<file path="src/rtl/load_store_unit.sv">
// load_store_unit: sequences core loads/stores onto a single-ported data bus.
// It stalls the core until the bus acks or times out, returns extended load
// data, builds byte strobes and lane-replicated store data, and rejects
// misaligned accesses.
module load_store_unit #(
  parameter int unsigned TIMEOUT = 255
) (
  input  logic        clk,
  input  logic        reset,
  input  logic        mem_read,
  input  logic        mem_write,
  input  logic [2:0]  mem_op_length,
  input  logic [31:0] address,
  input  logic [31:0] store_data,
  output logic        stall,
  output logic [31:0] load_data,
  output logic        load_valid,
  output logic        misaligned,
  output logic        bus_error,
  output logic        bus_req,
  output logic        bus_we,
  output logic [31:0] bus_addr,
  output logic [3:0]  bus_wstrb,
  output logic [31:0] bus_wdata,
  input  logic        bus_ack,
  input  logic [31:0] bus_rdata
);

  localparam logic [1:0] MEM_BYTE = 2'b00;
  localparam logic [1:0] MEM_HALF = 2'b01;
  localparam logic [7:0] LAST_WAIT = 8'(TIMEOUT - 1);

  typedef enum logic [1:0] {IDLE, REQ, DONE} state_t;

  state_t      state;
  logic [7:0]  count;
  logic [1:0]  lane;
  logic [2:0]  op;
  logic        err;

  logic        access;
  logic        aligned;
  logic [3:0]  strb_next;
  logic [31:0] wdata_next;
  logic [7:0]  rd_byte;
  logic [15:0] rd_half;
  logic [31:0] rdata_ext;

  // Decode the incoming access: alignment, strobes and replicated store data.
  always_comb begin
    access     = mem_read | mem_write;
    aligned    = 1'b1;
    strb_next  = 4'b1111;
    wdata_next = store_data;
    case (mem_op_length[1:0])
      MEM_BYTE: begin
        strb_next  = 4'b0001 << address[1:0];
        wdata_next = {4{store_data[7:0]}};
      end
      MEM_HALF: begin
        aligned    = ~address[0];
        strb_next  = 4'b0011 << address[1:0];
        wdata_next = {2{store_data[15:0]}};
      end
      default: aligned = (address[1:0] == 2'b00);
    endcase
  end

  // Pick the addressed lane out of the read word and extend it.
  always_comb begin
    case (lane)
      2'd0:    rd_byte = bus_rdata[7:0];
      2'd1:    rd_byte = bus_rdata[15:8];
      2'd2:    rd_byte = bus_rdata[23:16];
      default: rd_byte = bus_rdata[31:24];
    endcase
    rd_half = lane[1] ? bus_rdata[31:16] : bus_rdata[15:0];
    case (op[1:0])
      MEM_BYTE: rdata_ext = {{24{rd_byte[7] & ~op[2]}}, rd_byte};
      MEM_HALF: rdata_ext = {{16{rd_half[15] & ~op[2]}}, rd_half};
      default:  rdata_ext = bus_rdata;
    endcase
  end

  // Core-facing handshakes, combinational from state and the current access.
  always_comb begin
    stall      = ((state == IDLE) && access && aligned) || (state == REQ);
    misaligned = (state == IDLE) && access && !aligned;
    load_valid = (state == DONE) && !bus_we && !err;
    bus_error  = (state == DONE) && err;
  end

  // Access sequencer: latch the access, wait for ack or timeout, then finish.
  always_ff @(posedge clk) begin
    if (reset) begin
      state     <= IDLE;
      count     <= '0;
      lane      <= '0;
      op        <= '0;
      err       <= 1'b0;
      bus_req   <= 1'b0;
      bus_we    <= 1'b0;
      bus_addr  <= '0;
      bus_wstrb <= '0;
      bus_wdata <= '0;
      load_data <= '0;
    end else begin
      case (state)
        IDLE: begin
          if (access && aligned) begin
            bus_addr  <= {address[31:2], 2'b00};
            bus_we    <= mem_write;
            bus_wstrb <= mem_write ? strb_next : 4'b0000;
            bus_wdata <= mem_write ? wdata_next : '0;
            lane      <= address[1:0];
            op        <= mem_op_length;
            count     <= '0;
            err       <= 1'b0;
            bus_req   <= 1'b1;
            state     <= REQ;
          end
        end
        REQ: begin
          if (bus_ack) begin
            load_data <= rdata_ext;
            bus_req   <= 1'b0;
            state     <= DONE;
          end else if (count == LAST_WAIT) begin
            load_data <= '0;
            err       <= 1'b1;
            bus_req   <= 1'b0;
            state     <= DONE;
          end else begin
            count <= count + 8'd1;
          end
        end
        DONE:    state <= IDLE;
        default: state <= IDLE;
      endcase
    end
  end

endmodule

</file>
<file path="config.mk">
export PLATFORM = sky130hd
export DESIGN_NAME = load_store_unit
export DESIGN_NICKNAME = d
export VERILOG_FILES = /design/src/rtl/load_store_unit.sv
export SDC_FILE = /design/constraint.sdc
export NUM_CORES = 1
export LEC_CHECK = 0
export CAP_MARGIN = 20
export CORE_MARGIN = 5
export CORE_UTILIZATION = 45
export CTS_CLUSTER_DIAMETER = 80
export CTS_CLUSTER_SIZE = 25
export DETAILED_ROUTE_END_ITERATION = 10
export HOLD_SLACK_MARGIN = 0.12
export PLACE_DENSITY = 0.94
export RECOVER_POWER = 100
export SLEW_MARGIN = 20
export SYNTH_ARGS = -nofsm -noshare
export SYNTH_HDL_FRONTEND = slang
export SYNTH_SLANG_ARGS = --single-unit
</file>
<file path="constraint.sdc">
create_clock -name clk -period 4.44 [get_ports clk]
set_input_delay 0.888 -clock clk [delete_from_list [all_inputs] [get_ports clk]]
set_output_delay 0.888 -clock clk [all_outputs]
set_load 0.03 [all_outputs]
</file>
* Yosys cells after proc, flatten, opt, wreduce, memory -nomap -nowiden *
Cells that the tools add are included.

operators by class
  equal/unequal tests = 12
  bitwise gates (word level) = 5
  $add $sub $neg = 1
  multiplexer cells = 26
  reductions and logical operators = 24
  shift-type cells = 2

operator list
  cell                 count
  $pmux 32 s2          2
  $mux 32              3
  $mux 8               3
  $pmux 8 s3           1
  $mux 16              1
  $pmux 8 s2           1
  $logic_not 2->1      5
  $add 8x1->8 const B  1
  $eq 2x1->1 const B   4
  $eq 8x8->1 const B   1
  $pmux 4 s2           1
  $reduce_and 4->1     2
  $logic_and 1x1->1    7
  $mux 1               6
  $mux 2               3
  $pmux 1 s2           3
  $reduce_and 2->1     3
  $eq 2x2->1 const B   2
  $mux 4               1
  $ne 2x1->1 const B   2
  $ne 2x2->1 const B   2
  $pmux 2 s2           1
  $reduce_bool 2->1    2
  $shl 1x2->4 const A  1
  8 further kinds      12

storage, ports and cells
  output and inout bits = 106
  register bits = 116
  logic and storage cells = 81

* Logic depth before layout (Yosys ltp) *
  depth after elaboration = 5
  mapped depth = 7
  depth with buffers taken out = 6

* Least setup slack after synthesis *
No wires, ideal clock.

  kind = input to output
  from = input port mem_op_length[1]
  to = output port misaligned
  path buffers = 2
  data arrival time = 2.513 ns
  path slack = 1.039 ns
  stages = 4
  required time = 3.552 ns
  cells stage by stage = clkbuf_1 > buf_1 > nor2_1 > nor4_1

on the way
  word-level cells in the longest chain between the ends = 4

RTL lines
  what                                                  RTL line  source
  start: declaration                                    12        input logic [2:0] mem_op_length,
  $eq 2x1->1 / $logic_not 2->1 (equally long branches)  55        case (mem_op_length[1:0])
  $pmux 1 s2 *                                          55
  $logic_not 1->1 *                                     88        misaligned = (state == IDLE) && access && !aligned;
  $logic_and 1x1->1 *                                   88
  end: declaration                                      18        output logic misaligned,

Every way passes the cells marked *; elsewhere a longest branch is shown, timed or not.

* Worst setup path after layout *
  from = input port address[0]
  to = output port stall

on the way
  word-level cells in the longest chain between the ends = 4

RTL lines
  what                                                 RTL line  source
  start: declaration                                   13        input logic [31:0] address,
  $logic_not 2->1 / $not 1->1 (equally long branches)  65, 61
  $pmux 1 s2 *                                         55
  $logic_and 1x1->1 *                                  87        stall = ((state == IDLE) && access && aligned) || (state == REQ);
  $logic_or 1x1->1 *                                   87
  end: declaration                                     15        output logic stall,

Marked as above.

==> results.md <==
* Row count at 38
* Reg-to-reg endpoint: bus_wdata[6]$_SDFFE_PP0P_
* RSZ-0062 raised after global routing: no
* Die width at around 120 um
* Buf/Inv on CP at 2
* WP data required at 3.55 ns
* R2R Setup Slk at 1.36 ns
* Failing checks: capacitance limit, slew limit
* Total CTS buffers at 17
* Starting density of the core at 45.8%
* Post-DP Area at 0.00709 mm2
* DRT Pass-1 Iters at 6
* Pin count of the biggest net entering global routing at 49
* VDD IR-drop max at between 0.0002 and 0.00025 V
* Critical path launch point type: primary input
* Met2 usage at 44.7%
* Hold Vio Cnt, Final at 0
* Leakage power at ~3.2 nW
* NetSw at between 0.7 and 0.8 mW
* Area grow syn2layout at 55.6%
* Post-Syn Area at 0.00497 mm2
* Drt first-iter violations at 495
* Worst-Margin Slew at approximately 1.8 ns
* Cell count after placement at a little under 900
* Reg2Reg Depth at 5
* Routed WL at 16900 um
* Final setup violating endpoints at 0
* HP Class: register to register
* Clock skew at 0.00827 ns
* Top FF cell, synth: dfxtp_1
* Layout cells sized above 1 at 6.14%
* CP cell instances: dlygate4sd3_1 -> and2_0 -> or4_4 -> nand2_1 -> clkbuf_1
* Max stage delay on crit path at between 0.8 and 0.9 ns
* Outcome: finished with violations
* H-tree level count at 4
* Die area at ~0.013 mm2
* Internal Power at 2.44 mW
* CTS clk-pin slew, worst paths at about 0.050 ns
* Max-slew violations at 63
* Hold depth at 2
* Met1 usage at 27.3%
* Global-route wire length before repair at 26000 um
* Initial antenna violation count at 0
* Slowest CP cell: or4_4
* Crit end category: output pin
* Post-CTS resize count at 0
* Worst endpoint data arrival time at approximately 3.2 ns
* Post-DRT Antenna Nets at 0
* WHS Endpoint: bus_wdata[10]$_SDFFE_PP0P_
* All-layer global routing usage at 25.0%
* Sequential power share at 35.2%
* M3 GR Usage at 7.89%
* Grt ovf at 0
* HP Start: bus_wdata[10]$_SDFFE_PP0P_
* Fmax at 248 MHz
* IO buf count at around 210
* RR Startpoint: state[0]$_SDFFE_PP0P_
* Setup TNS at 0 ns
* Final #Nets at ~860
* Synth warn at 0
* Gr busiest metal: met2
* Final Cell Area at 0.00773 mm2
* Core ar. at approximately 0.011 mm2
* Number of synthesized flops with an enable pin at 0
* Crit path kind: primary input to output pin
* Die Ht at around 120 um
* # diodes at 0
* Vias at 5159
* DR DRC count at 0
* Hold_buf cts at 0
* Area contributors post-synth: dfxtp_1 47%, nand2_1 8.4%, a21oi_1 6.4%
* Comb power frac at 15.8%
* # IOs at 210
* CTS tree: built
* Clk sink count at 116
* Final Non-Filler Cells at 905
* Synthesized area per cell at 8.79 um2
* Worst skew pair latency at just over 0.5 ns
* Dpl hpwl at 12200 um
* Post-synth top area share at 46.7%
* WP depth at 5
* Clock root cell: clkbuf_8
* Syn Inst Count at approximately 570
* Hold Worst Slack at 0.449 ns
* Deepest clock path buffer count at 2
* Vias in the first global route at just over 5k
* Seq cells post-synth at 116
* Seq/Total Area, Yosys at 46.7%
* Net Sw Frac at 24.4%
* Maxcap violations at 2
* RePlAce Congestion at between 0.9 and 1
* Post-synth cell types at 55
* Critical path peak fanout at 48
* DR vias/cell at 5.70
* # Post-CTS Setup Buffers at 0
* Async set-reset flop share out of synthesis at 0%
* Crit share post-route at 90.9%
* Largest area contributor in the netlist: dfxtp_1
* Clock power frac at 48.9%
* Minimum clock period at 4.04 ns
* Critical path's top delay family: simple AND/OR/NAND/NOR gates
* Pwr dens at between 400 and 500 mW/mm2
* Max_slew headroom at -20.9%
* WL per Instance at 18.7 um
how the worst max path moves through the flow:
| stage | from | end | slack, ns |
|---|---|---|---|
| floorplan | mem_op_length[1] | misaligned | 1.04 |
| global placement | address[0] | stall | 0.73 |
| detailed placement | address[0] | stall | 0.67 |
| CTS | address[0] | stall | 0.66 |
| global route | address[0] | stall | 0.34 |
| finish | address[0] | stall | 0.40 |
metrics by stage:
| step | util (%) | setup slack [ns] | power (mW) |
|---|---|---|---|
| 2_1_floorplan | - | 1.04 | 1.43 |
| 3_3_place_gp | 65.4 | 0.734 | 1.68 |
| 3_5_place_dp | 65.4 | 0.672 | 1.69 |
| 4_1_cts | 71.7 | 0.665 | 3.27 |
| 5_1_grt | 71.3 | 0.335 | 3.35 |
| 6_report | 71.3 | 0.402 | 3.23 |
layout by cell type (no fill, tap or decap), types with 7 or more instances in the layout:
master,Yosys,layout
a221o_2,10,10
nor2_1,22,22
dfxtp_1,116,116
o22ai_1,8,8
a21oi_1,64,64
nand2_1,111,111
o2bb2ai_1,10,10
a22o_1,15,15
bufinv_16,0,7
clkdlybuf4s50_1,0,101
nor2b_1,9,9
dlygate4sd3_1,0,104
clkbuf_16,0,16
or3_1,7,7
a221o_1,7,7
mux2i_1,25,25
and3b_1,8,8
o21ai_0,35,35
layout make-up:
type                            count  area [um2]
Multi-Input combinational cell    399        2420
Fill cell                         788        3110
Clock buffer                       22         463
Timing Repair Buffer              213        2100
Sequential cell                   116        2320
Inverter                            6        22.5
Tap cell                          140         175
Clock inverter                      9         223
tightest hold or removal path: cells and delay by family, from the launching register on:
kind,cells,cell delay [ns]
AOI/OAI and AO/OA,1,0.06
DFF,1,0.32
and+or+nand+nor,1,0.04
layer usage:
layer,part of all wire (%),wire length (um),vias to the layer above
li1,-,-,2422
met1,36,6160,2443
met4,2.6,446,0
met2,52,8760,257
met5,0,0,-
met3,9.0,1520,37
power groups by stage:
stage / combinational (mW) / sequential (mW) / clock, mW
4_1_cts: 0.539 / 1.14 / 1.59
2_1_floorplan: 0.191 / 1.24 / 0
6_report: 0.512 / 1.14 / 1.58
3_3_place_gp: 0.522 / 1.16 / 0
3_5_place_dp: 0.534 / 1.16 / 0
5_1_grt: 0.545 / 1.14 / 1.66
sequential cells by signal, indices dropped and copies added (netlist names):
name and count:
bus_addr 30, bus_wdata 32, lane 2, bus_we 1
bus_req 1, state 2, load_data 32, err 1
op 3, bus_wstrb 4, count 8
logic make-up after synthesis:
group | Yosys count | synth area share [%]
muxes | 27 | 5.79
buffers and inverters | 51 | 4.53
and+or+nand+nor | 188 | 17.5
xor gates and xnor gates | 1 | 0.176
other | 1 | 0.0755
DFF | 116 | 46.7
AOI/OAI and AO/OA | 179 | 24.7
adders and majority gates | 2 | 0.504
synth_stat cells (3+ instances only):
master,instances
or3_1,7
nor4_1,3
o2111ai_1,4
o2bb2ai_1,10
o21a_1,4
o21ai_0,35
and3b_1,8
and3_1,4
clkbuf_1,29
a211o_1,6
nand2_1,111
nor2b_1,9
mux2i_1,25
a221o_2,10
buf_1,3
nor2_1,22
dfxtp_1,116
nand2b_1,6
buf_2,9
a221o_1,7
o22ai_1,8
nand3_1,6
a22o_1,15
a21oi_1,64
inv_1,5
No activity file was read; power rests on OpenSTA's default activity.
